==> src/rtl/axi_sram_write_slave_pkg.sv <==
// axi_sram_write_slave_pkg: AXI widths, response/burst codes, write FSM states and strobe-to-mask helper
package axi_sram_write_slave_pkg;
  localparam int AXI_ID_BITS    = 8;
  localparam int AXI_ADDR_BITS  = 32;
  localparam int AXI_DATA_BITS  = 32;
  localparam int AXI_STRB_BITS  = 4;
  localparam int AXI_LEN_BITS   = 4;
  localparam int AXI_SIZE_BITS  = 3;
  localparam int AXI_BURST_BITS = 2;
  localparam int AXI_RESP_BITS  = 2;
  localparam logic [AXI_RESP_BITS-1:0]  BRESP_OKAY   = 2'b00;
  localparam logic [AXI_RESP_BITS-1:0]  BRESP_SLVERR = 2'b10;
  localparam logic [AXI_BURST_BITS-1:0] BURST_FIXED  = 2'b00;
  localparam logic [AXI_BURST_BITS-1:0] BURST_INCR   = 2'b01;
  localparam logic [AXI_BURST_BITS-1:0] BURST_WRAP   = 2'b10;
  localparam logic [AXI_SIZE_BITS-1:0]  SIZE_WORD    = 3'b010;
  typedef enum logic [1:0] {INIT, IDLE, WDATA, BRESP} wr_state_e;
  function automatic logic [AXI_DATA_BITS-1:0] strb2bweb(input logic [AXI_STRB_BITS-1:0] strb);
    logic [AXI_DATA_BITS-1:0] m;
    for (int i = 0; i < AXI_STRB_BITS; i++) m[8*i+:8] = {8{~strb[i]}};
    return m;
  endfunction
endpackage

==> src/rtl/axi_sram_write_slave_if.sv <==
// axi_sram_write_slave_if: AXI AW/W/B channel bundle; slave modport for the responder, master for the driver
interface axi_sram_write_slave_if;
  import axi_sram_write_slave_pkg::*;
  logic [AXI_ID_BITS-1:0]    awid;
  logic [AXI_ADDR_BITS-1:0]  awaddr;
  logic [AXI_LEN_BITS-1:0]   awlen;
  logic [AXI_SIZE_BITS-1:0]  awsize;
  logic [AXI_BURST_BITS-1:0] awburst;
  logic                      awvalid;
  logic                      awready;
  logic [AXI_DATA_BITS-1:0]  wdata;
  logic [AXI_STRB_BITS-1:0]  wstrb;
  logic                      wlast;
  logic                      wvalid;
  logic                      wready;
  logic [AXI_ID_BITS-1:0]    bid;
  logic [AXI_RESP_BITS-1:0]  bresp;
  logic                      bvalid;
  logic                      bready;
  modport slave(
    input  awid, awaddr, awlen, awsize, awburst, awvalid, wdata, wstrb, wlast, wvalid, bready,
    output awready, wready, bid, bresp, bvalid
  );
  modport master(
    output awid, awaddr, awlen, awsize, awburst, awvalid, wdata, wstrb, wlast, wvalid, bready,
    input  awready, wready, bid, bresp, bvalid
  );
endinterface

==> src/rtl/axi_sram_write_slave.sv <==
// axi_sram_write_slave: single-outstanding AXI write responder driving a single-port SRAM
// Ports: clk, rst (async, active-low); axi (AW/W/B slave channels);
//        ceb_o/web_o (active-low SRAM enables), bweb_o (active-low bit mask), a_o (word address), di_o (write data)
module axi_sram_write_slave
  import axi_sram_write_slave_pkg::*;
#(
  parameter logic [31:0] ADDR_BASE = 32'h0001_0000,
  parameter logic [31:0] ADDR_SIZE = 32'h0001_0000,
  parameter int          SRAM_AW   = 14
) (
  input  logic                     clk,
  input  logic                     rst,
  axi_sram_write_slave_if.slave    axi,
  output logic                     ceb_o,
  output logic                     web_o,
  output logic [AXI_DATA_BITS-1:0] bweb_o,
  output logic [SRAM_AW-1:0]       a_o,
  output logic [AXI_DATA_BITS-1:0] di_o
);
  wr_state_e                 state_q, state_d;
  logic [AXI_ADDR_BITS-1:0]  addr_q, addr_d;
  logic [AXI_ID_BITS-1:0]    id_q, id_d;
  logic [AXI_LEN_BITS-1:0]   len_q, len_d;
  logic [AXI_BURST_BITS-1:0] burst_q, burst_d;
  logic [AXI_LEN_BITS:0]     cnt_q, cnt_d;
  logic                      err_q, err_d;
  logic                      w_hs, over, wr_en;
  // subtract-then-compare so a window ending at 2^32 cannot overflow
  function automatic logic in_win(input logic [AXI_ADDR_BITS-1:0] a);
    return a >= ADDR_BASE && (a - ADDR_BASE) < ADDR_SIZE;
  endfunction
  assign axi.awready = state_q == IDLE;
  assign axi.wready  = state_q == WDATA;
  assign axi.bvalid  = state_q == BRESP;
  assign axi.bid     = axi.bvalid ? id_q : '0;
  assign axi.bresp   = axi.bvalid && err_q ? BRESP_SLVERR : BRESP_OKAY;
  assign w_hs  = axi.wvalid & axi.wready;
  assign over  = cnt_q > {1'b0, len_q};
  assign wr_en = w_hs & ~err_q & in_win(addr_q) & ~over;
  assign ceb_o  = ~wr_en;
  assign web_o  = ~wr_en;
  assign bweb_o = wr_en ? strb2bweb(axi.wstrb) : '1;
  assign a_o    = wr_en ? addr_q[SRAM_AW+1:2] : '0;
  assign di_o   = wr_en ? axi.wdata : '0;
  always_comb begin
    state_d = state_q;
    addr_d  = addr_q;
    id_d    = id_q;
    len_d   = len_q;
    burst_d = burst_q;
    cnt_d   = cnt_q;
    err_d   = err_q;
    case (state_q)
      INIT: state_d = IDLE;
      IDLE: if (axi.awvalid) begin
        id_d    = axi.awid;
        addr_d  = axi.awaddr;
        len_d   = axi.awlen;
        burst_d = axi.awburst;
        cnt_d   = '0;
        err_d   = axi.awsize != SIZE_WORD || !in_win(axi.awaddr);
        state_d = WDATA;
      end
      WDATA: if (w_hs) begin
        // saturate so a long run of extra beats keeps reading as "past len"
        cnt_d   = &cnt_q ? cnt_q : cnt_q + 1'b1;
        addr_d  = burst_q == BURST_FIXED ? addr_q : addr_q + 32'd4;
        err_d   = err_q | ~in_win(addr_q) | over | (axi.wlast & (cnt_q != {1'b0, len_q}));
        state_d = axi.wlast ? BRESP : WDATA;
      end
      BRESP: if (axi.bready) state_d = IDLE;
      default: state_d = INIT;
    endcase
  end
  always_ff @(posedge clk or negedge rst) begin
    if (!rst) begin
      state_q <= INIT;
      addr_q  <= '0;
      id_q    <= '0;
      len_q   <= '0;
      burst_q <= '0;
      cnt_q   <= '0;
      err_q   <= 1'b0;
    end else begin
      state_q <= state_d;
      addr_q  <= addr_d;
      id_q    <= id_d;
      len_q   <= len_d;
      burst_q <= burst_d;
      cnt_q   <= cnt_d;
      err_q   <= err_d;
    end
  end
endmodule

==> src/flat_wrapper.sv <==
// flat-port wrapper written by rule: the top's interface ports become plain ports
module axi_sram_write_slave_flat import axi_sram_write_slave_pkg::*;
#(
  parameter logic [31:0] ADDR_BASE = 32'h0001_0000,
  parameter logic [31:0] ADDR_SIZE = 32'h0001_0000,
  parameter int          SRAM_AW   = 14
)
  (clk, rst, ceb_o, web_o, bweb_o, a_o, di_o, axi_awid, axi_awaddr, axi_awlen, axi_awsize, axi_awburst, axi_awvalid, axi_wdata, axi_wstrb, axi_wlast, axi_wvalid, axi_bready, axi_awready, axi_wready, axi_bid, axi_bresp, axi_bvalid);
  axi_sram_write_slave_if axi_i ();
  input  logic clk;
  input  logic rst;
  output logic ceb_o;
  output logic web_o;
  output logic [AXI_DATA_BITS-1:0] bweb_o;
  output logic [SRAM_AW-1:0] a_o;
  output logic [AXI_DATA_BITS-1:0] di_o;
  input wire logic [$bits(axi_i.awid)-1:0] axi_awid;
  input wire logic [$bits(axi_i.awaddr)-1:0] axi_awaddr;
  input wire logic [$bits(axi_i.awlen)-1:0] axi_awlen;
  input wire logic [$bits(axi_i.awsize)-1:0] axi_awsize;
  input wire logic [$bits(axi_i.awburst)-1:0] axi_awburst;
  input wire logic [$bits(axi_i.awvalid)-1:0] axi_awvalid;
  input wire logic [$bits(axi_i.wdata)-1:0] axi_wdata;
  input wire logic [$bits(axi_i.wstrb)-1:0] axi_wstrb;
  input wire logic [$bits(axi_i.wlast)-1:0] axi_wlast;
  input wire logic [$bits(axi_i.wvalid)-1:0] axi_wvalid;
  input wire logic [$bits(axi_i.bready)-1:0] axi_bready;
  output wire logic [$bits(axi_i.awready)-1:0] axi_awready;
  output wire logic [$bits(axi_i.wready)-1:0] axi_wready;
  output wire logic [$bits(axi_i.bid)-1:0] axi_bid;
  output wire logic [$bits(axi_i.bresp)-1:0] axi_bresp;
  output wire logic [$bits(axi_i.bvalid)-1:0] axi_bvalid;
  assign axi_i.awid = axi_awid;
  assign axi_i.awaddr = axi_awaddr;
  assign axi_i.awlen = axi_awlen;
  assign axi_i.awsize = axi_awsize;
  assign axi_i.awburst = axi_awburst;
  assign axi_i.awvalid = axi_awvalid;
  assign axi_i.wdata = axi_wdata;
  assign axi_i.wstrb = axi_wstrb;
  assign axi_i.wlast = axi_wlast;
  assign axi_i.wvalid = axi_wvalid;
  assign axi_i.bready = axi_bready;
  assign axi_awready = axi_i.awready;
  assign axi_wready = axi_i.wready;
  assign axi_bid = axi_i.bid;
  assign axi_bresp = axi_i.bresp;
  assign axi_bvalid = axi_i.bvalid;
  axi_sram_write_slave #(.ADDR_BASE(ADDR_BASE), .ADDR_SIZE(ADDR_SIZE), .SRAM_AW(SRAM_AW)) u_core (.clk(clk), .rst(rst), .axi(axi_i), .ceb_o(ceb_o), .web_o(web_o), .bweb_o(bweb_o), .a_o(a_o), .di_o(di_o));
endmodule
==> config.mk <==
export PLATFORM = sky130hd
export DESIGN_NAME = axi_sram_write_slave_flat
export DESIGN_NICKNAME = d
export VERILOG_FILES = /design/src/rtl/axi_sram_write_slave_pkg.sv /design/src/rtl/axi_sram_write_slave_if.sv /design/src/rtl/axi_sram_write_slave.sv /design/src/flat_wrapper.sv
export SDC_FILE = /design/constraint.sdc
export NUM_CORES = 1
export LEC_CHECK = 0
export BUFFER_PORTS_ARGS = -buffer_cell sky130_fd_sc_hd__buf_2
export CAP_MARGIN = 0
export CORE_MARGIN = 3
export CORE_UTILIZATION = 38
export CTS_CLUSTER_DIAMETER = 30
export DETAILED_ROUTE_END_ITERATION = 12
export PLACE_DENSITY = 0.67
export SLEW_MARGIN = 10
export SYNTH_ARGS = -nofsm -noshare
export SYNTH_HDL_FRONTEND = slang
export SYNTH_SLANG_ARGS = --single-unit
==> constraint.sdc <==
create_clock -name clk -period 8.93 [get_ports clk]
set_input_delay 2.679 -clock clk [delete_from_list [all_inputs] [get_ports clk]]
set_output_delay 2.679 -clock clk [all_outputs]
set_load 0.005 [all_outputs]
Word level (Yosys, flattened, before mapping)
Cells that the tools add are included.

word-level totals
  input port bits = 91
  bits in registers = 54
  output and inout port bits = 93
  word-level logic and storage cells = 77

cells by class
  bitwise operators = 16
  equal/unequal tests = 10
  mux-type cells = 21
  order comparisons = 5
  reductions and logical operators = 14
  $add $sub $neg = 4

operators by type and width
  kind                    count
  $mux 32                 5
  $ge 32x17->1 const B    2
  $lt 32x17->1 const B    2
  $pmux 32 s2             1
  $sub 32x17->32 const B  2
  $add 32x3->32 const B   1
  $mux 5                  3
  $mux 14                 1
  $ne 2x2->1 const B      5
  $pmux 5 s2              1
  $mux 2                  4
  $mux 8                  1
  $not 1->1               8
  $pmux 2 s4              1
  $reduce_and 4->1        2
  $reduce_and 3->1        2
  $add 5x1->5 const B     1
  $and 1x1->1             5
  $gt 5x4->1              1
  $ne 5x4->1              1
  $reduce_and 5->1        1
  $eq 2x2->1 const B      2
  $logic_not 2->1         2
  $logic_and 1x1->1       3
  9 further kinds         13

Longest topological paths before layout
Gate-level depths: netlist of the first run.

  word-level depth = 9
  mapped depth = 9
  depth with buffers taken out = 6

Least setup slack after synthesis of the first run
Ideal clock, no wire load.

  path kind = input to output
  start = in axi_wvalid
  end = out bweb_o[10]
  buffers on the path = 2
  path slack = 2.601 ns
  stages on the path = 5
  data arrival time = 3.650 ns
  path through = inv_1 a2111oi_4 buf_4 nand2_1 buf_4

on the way
  word-level cells in the longest chain between the ends = 5

RTL lines
  what                       line                        RTL
  from (decl)                flat_wrapper.sv:26          input wire logic [$bits(axi_i.wvalid)-1:0] axi_wvalid;
  $and 1x1->1                axi_sram_write_slave.sv:37  assign w_hs = axi.wvalid & axi.wready;
  $and 1x1->1 (3 in series)  axi_sram_write_slave.sv:39  assign wr_en = w_hs & ~err_q & in_win(addr_q) & ~over;
  $mux 32                    axi_sram_write_slave.sv:42  assign bweb_o = wr_en ? strb2bweb(axi.wstrb) : '1;
  to (decl)                  flat_wrapper.sv:14          output logic [AXI_DATA_BITS-1:0] bweb_o;

Every way passes these cells.

Final worst setup path of the first run
  start = in axi_wvalid
  end = out bweb_o[5]

The elaborated chain is that of the path after synthesis.

==> results.yml, run 1 <==
yosys:
  synth.top_cell.area_share: 0.3320
  ys_async_sr_fraction: 1.000
  synth_top_family_by_area: "simple AND/OR/NAND/NOR gates"
  synth_area_leader_cell: "dfrtp_1"
  synth_cell_type_count: 53
  synth_mux_area_frac: 0.05298
  synth_nets: 558
  synthSimpleGateAreaFrac: 0.2853
  ys_warn_count: 0
  yosys-top-cells-area: "dfrtp_1 (33%), and2_1 (9.3%), buf_4 (5.9%)"
  synth_area_sq_um: 3920
  syn-instance-count: 456
  yosysSeqAreaShare: 0.3320
  syn_avg_cell_area_sq_um: 8.597
  synth_compound_area_frac: 0.1883
  ys_ff_latch: 52
  synth_edf_count: 0
  synthAdderAreaFrac: 0.03511
  synth-xor-area-share: 0.002234
  synth_flop_cell: "dfrtp_1"
drt:
  drt-wirelength-per-cell_um: 17.35
  drtAntennaViolNets: 0
  drc: 0
  initialDrtViolationCount: 378
  vias: 3982
  viasPerCell: 5.515
  dr.pass1.iters: 4
  wl_um: 12530
timing:
  hold_violations: 0
  worst-slew-pin-transition_ns: 0.9226
  setup_tns_ns: 0
  finalClockSkew_ns: 0.01367
  finalCritPeriodShare: 0.7487
  fmax_ghz: 0.1496
  period_minus_slack_ns: 6.686
  holdWs_ns: 0.5140
  setup_viol: 0
  relSlewSlack: 0.3849
  final_max_slew_viol_count: 0
  rsz0062_at_grt: "no"
global_route:
  grt_max_degree: 72
  grt_pass1_wl_um: 19020
  grt_usage: 0.2052
  grt_pass1_vias: 3707
  antenna_found_initial: 1
  grt_overflow: 0
layout:
  seq_area_sq_um: 1301
  final_cell_mix: "buf_2 (180), and2_1 (58), dfrtp_1 (52), a21oi_1 (31), nand2_1 (30)"
  final_common_cell: "buf_2"
  final_layout_size_suffix_gt1_frac: 0.3656
  multi_input_comb_area_sq_um: 2217
  layout.cells.non_filler: 722
  final_area_sq_um: 4782
  area_delta_synth_final_pct: 21.99
  filler_cell_count: 1007
  final_nets: 689
place:
  io_buffer_count: 180
  dp.final_hpwl_um: 9408
  place_inst: 713
  dpl_cell_area_sq_um: 4679
  gp_congestion: 0.8786
clocking:
  cts_setup_buffers: 0
  cts_buffers: 5
  clk_pin_slew_worst_paths_ns: 0.11
  cts_buffer_depth: 2
  cts_tree: "built"
  cts_hold_buf: 0
  post_cts_resized: 0
  insertion_delay_ns: 0.31
  cts_num_sinks: 52
  htreeDepth: 2
  cts_root_buffer: "clkbuf_8"
setup_path:
  path_class: "input pin to output port"
  endpoint_kind: "output port"
  arrival_ns: 4.01
  required_ns: 6.25
  cp-start-kind: "input pin"
  crit_path_max_fanout: 51
die:
  fp-row-count: 36
  die_w_um: 107.6
  ioPinCount: 184
  die_area_sq_um: 11570
  fp.dieH_um: 107.6
  start_util: 0.3956
  core_sq_um: 9910
run_status:
  status: "complete, no violations"
power:
  p_leak_uw: 0.002245
  power.density_nw_per_um2: 269.1
  vdd_drop_max_uv: 157.9
run:
  cap_violations: 0
hold_path:
  hp-class: "flip-flop to flip-flop"
[through the flow]
step	setup slack, ns	power [uW]	util
after global routing	2.119	1402	0.4826
after floorplan	2.601	942.8	-
after detailed placement	2.266	1133	0.4722
final	2.244	1287	0.4826
after global placement	2.298	1102	0.4722
after CTS	2.266	1289	0.4823
[kinds of logic after synthesis]
family                   Yosys count
other                              1
flip-flops                        52
adder cells (fa/ha/maj)           11
buffers and inverters             75
multiplexers                      19
AO/OA/AOI/OAI                    104
XOR/XNOR                           1
AND/OR/NAND/NOR                  193
[power by group]
part	internal, uW	total (uW)	switching (uW)
logic	278	647	370
registers	352	487	135
clock network	65.2	152	87.2
[synthesized netlist by cell type (9+ instances only)]
cell type / number
and2_1: 58
dfrtp_1: 52
a21oi_1: 31
buf_4: 31
nand2_1: 30
clkbuf_1: 22
nand3_1: 17
nand4_1: 15
mux2_2: 14
nor2_1: 14
inv_1: 13
nor4_1: 13
and4_1: 11
ha_1: 11
o21ai_0: 10
o22ai_1: 9
[flip-flops by register name, indices dropped and copies added (netlist names)]
signal          count
u_core.state_q      2
u_core.err_q        1
u_core.id_q         8
u_core.len_q        4
u_core.burst_q      2
u_core.cnt_q        5
u_core.addr_q      30
[final timing paths]
| kind | from | endpoint | slack [ns] | depth (start not counted) |
|---|---|---|---|---|
| min in group asynchronous | rst | u_core.addr_q[4] | 2.46 | 2 |
| hold reg to reg | u_core.id_q[2] | u_core.id_q[2] | 0.51 | 1 |
| setup reg to reg | u_core.state_q[0] | u_core.addr_q[27] | 6.13 | 7 |
| hold / removal | u_core.id_q[2] | u_core.id_q[2] | 0.51 | 1 |
| max in group asynchronous | rst | u_core.state_q[0] | 5.99 | 2 |
| setup / recovery | axi_wvalid | bweb_o[5] | 2.24 | 6 |
[worst max-delay path, cell delays in order]
cell and delay, ns:
buf_2 0.11, inv_1 0.07, a2111oi_4 0.33, buf_4 0.40, nand2_1 0.23, buf_2 0.18
[layer usage]
metal	vias to the layer above	routed length, um	part of all wire	track usage
met2	184	6220	0.50	0.3766
met3	12	1097	0.088	0.03779
met1	1866	4934	0.39	0.2402
met5	-	0	0	0
met4	0	278	0.022	0.06402
li1	1920	-	-	-
[layout make-up]
class,count,share of cell area
Antenna cell,1,0.0005233
Clock buffer,6,0.01727
Timing Repair Buffer,186,0.1978
Sequential cell,52,0.2721
Multi-Input combinational cell,329,0.4636
Clock inverter,2,0.003663
Inverter,13,0.01020
Tap cell,133,0.03480
Power figures use the tool's default switching activity.
==> run 2: changes to the inputs <==
--- a/config.mk
+++ b/config.mk
@@ -11,7 +11,7 @@
 export CORE_UTILIZATION = 38
 export CTS_CLUSTER_DIAMETER = 30
 export DETAILED_ROUTE_END_ITERATION = 12
-export PLACE_DENSITY = 0.67
+export PLACE_DENSITY = 0.7
 export SLEW_MARGIN = 10
 export SYNTH_ARGS = -nofsm -noshare
 export SYNTH_HDL_FRONTEND = slang
==> constraint.sdc (replaced) <==
create_clock -name clk -period 5.95 [get_ports clk]
set_input_delay 1.785 -clock clk [delete_from_list [all_inputs] [get_ports clk]]
set_output_delay 1.785 -clock clk [all_outputs]
set_load 0.005 [all_outputs]
==> results.yml, run 2 (synthesis results as in run 1) <==
layout:
  top_regs: "u_core.addr_q x30, u_core.id_q x8, u_core.cnt_q x5"
  area_delta_synth_final_pct: 21.54
  largest_reg_flops: 30
  diodes: 0
  largest_register: "u_core.addr_q"
  final_nets: 689
  final_common_cell: "buf_2"
  final_layout_size_suffix_gt1_frac: 0.3646
  final_cell_mix: "buf_2 (180), and2_1 (58), dfrtp_1 (52), a21oi_1 (31), nand2_1 (30)"
clocking:
  cts_buffer_depth: 2
  cts_hold_buf: 0
  cts_buffers: 5
  cts_tree: "built"
  post_cts_resized: 0
  cts_root_buffer: "clkbuf_8"
  cts_num_sinks: 52
  insertion_delay_ns: 0.32
  clk_pin_slew_worst_paths_ns: 0.10
  htreeDepth: 2
  cts_setup_buffers: 0
drt:
  dr.pass1.iters: 5
  initialDrtViolationCount: 340
  met1_length_um: 4977
  vias: 4045
  wl_um: 12390
  drtAntennaViolNets: 0
  wl_met3_um: 1108
  drc: 0
  drt-wirelength-per-cell_um: 17.20
  met2_length_um: 6128
  top_layer: "met4"
  viasPerCell: 5.618
setup_path:
  critPathCapture: "bweb_o[10]"
  crit_start: "axi_wvalid"
  ff2ff_path_depth: 7
  crit_path_max_fanout: 51
  cp-start-kind: "input pin"
  required_ns: 4.16
  endpoint_kind: "output port"
  arrival_ns: 3.10
  path_class: "input pin to output port"
  reg2reg_slack_ns: 3.08
  reg2reg_to: "u_core.addr_q[23]"
  r2r_start: "u_core.state_q[0]"
timing:
  relSlewSlack: 0.3738
  rsz0062_at_grt: "no"
  finalClockSkew_ns: 0.01263
  setup_viol: 0
  period_minus_slack_ns: 4.882
  finalCritPeriodShare: 0.8205
  fin_ws_ns: 1.068
  worst-slew-pin-transition_ns: 0.9393
  final_max_slew_viol_count: 0
  fmax_ghz: 0.2048
  hold_violations: 0
  setup_tns_ns: 0
power:
  p_leak_uw: 0.002233
  power.density_nw_per_um2: 403.1
  vdd_drop_max_uv: 296.1
place:
  post-place-ws_ns: 1.065
  gp_congestion: 0.8710
  dp.final_hpwl_um: 9296
  io_buffer_count: 180
die:
  start_util: 0.3956
  fp.dieH_um: 107.6
  ioPinCount: 184
  die_w_um: 107.6
  fp-row-count: 36
  die_area_sq_um: 11570
  core_sq_um: 9910
run_status:
  status: "complete, no violations"
global_route:
  grt_max_degree: 72
  grt_pass1_wl_um: 19550
  grt_pass1_vias: 3896
  grt_overflow: 0
  antenna_found_initial: 0
  grt_usage: 0.2089
run:
  cap_violations: 0
hold_path:
  hp-class: "flip-flop to flip-flop"
-- run 2: cell types whose count changed in the layout (fill, tap and decap cells not counted), sizes merged --
cell	change
diode	-1
clkinvlp	+1
clkbuf	-1
inv	-1
-- run 2: worst min path at each step --
stage / startpoint / slack [ns] / cells after the start / endpoint
final: u_core.id_q[3] / 0.51 / 1 / u_core.id_q[3]
after global routing: u_core.id_q[6] / 0.54 / 1 / u_core.id_q[6]
after CTS: u_core.burst_q[1] / 0.52 / 1 / u_core.burst_q[1]
after detailed placement: u_core.burst_q[1] / 0.49 / 1 / u_core.burst_q[1]
after global placement: u_core.id_q[3] / 0.48 / 1 / u_core.id_q[3]
after floorplan: u_core.id_q[0] / 0.47 / 1 / u_core.id_q[0]
-- run 2: final cells by class --
class,count,area [sq um]
Fill cell,998,5145
Timing Repair Buffer,186,945.9
Tap cell,133,166.4
Inverter,13,48.80
Multi-Input combinational cell,329,2217
Sequential cell,52,1301
Clock buffer,5,68.82
Clock inverter,2,16.27
-- run 2: per-layer routing --
| layer | track usage | vias to the layer above |
|---|---|---|
| met5 | 0 | - |
| met2 | 0.3761 | 216 |
| met4 | 0.04689 | 0 |
| met1 | 0.2557 | 1899 |
| li1 | - | 1913 |
| met3 | 0.04199 | 17 |
-- run 2: critical path, stage by stage --
cell	delay, ns
buf_2	0.11
inv_1	0.07
a2111oi_4	0.31
buf_4	0.40
nand2_1	0.22
buf_2	0.18
-- run 2: power by group --
group          leakage (uW)  internal [uW]  total (uW)  switching [uW]
Combinational       0.00158            418         979             560
Clock             0.0000406           82.5         212             130
Sequential         0.000612            528         729             201
Total               0.00223           1030        1920             892
-- run 2: per-stage QoR --
stage                       util  total power (uW)  hold slack, ns  cell area [sq um]  std cells
after floorplan                -              1415          0.4713               3920        456
after global placement    0.4722              1647          0.4810               4679        713
after detailed placement  0.4722              1703          0.4908               4679        713
after CTS                 0.4808              1919          0.5155               4765        720
after global routing      0.4808              2098          0.5376               4765        720
final                     0.4808              1920          0.5103               4765        720
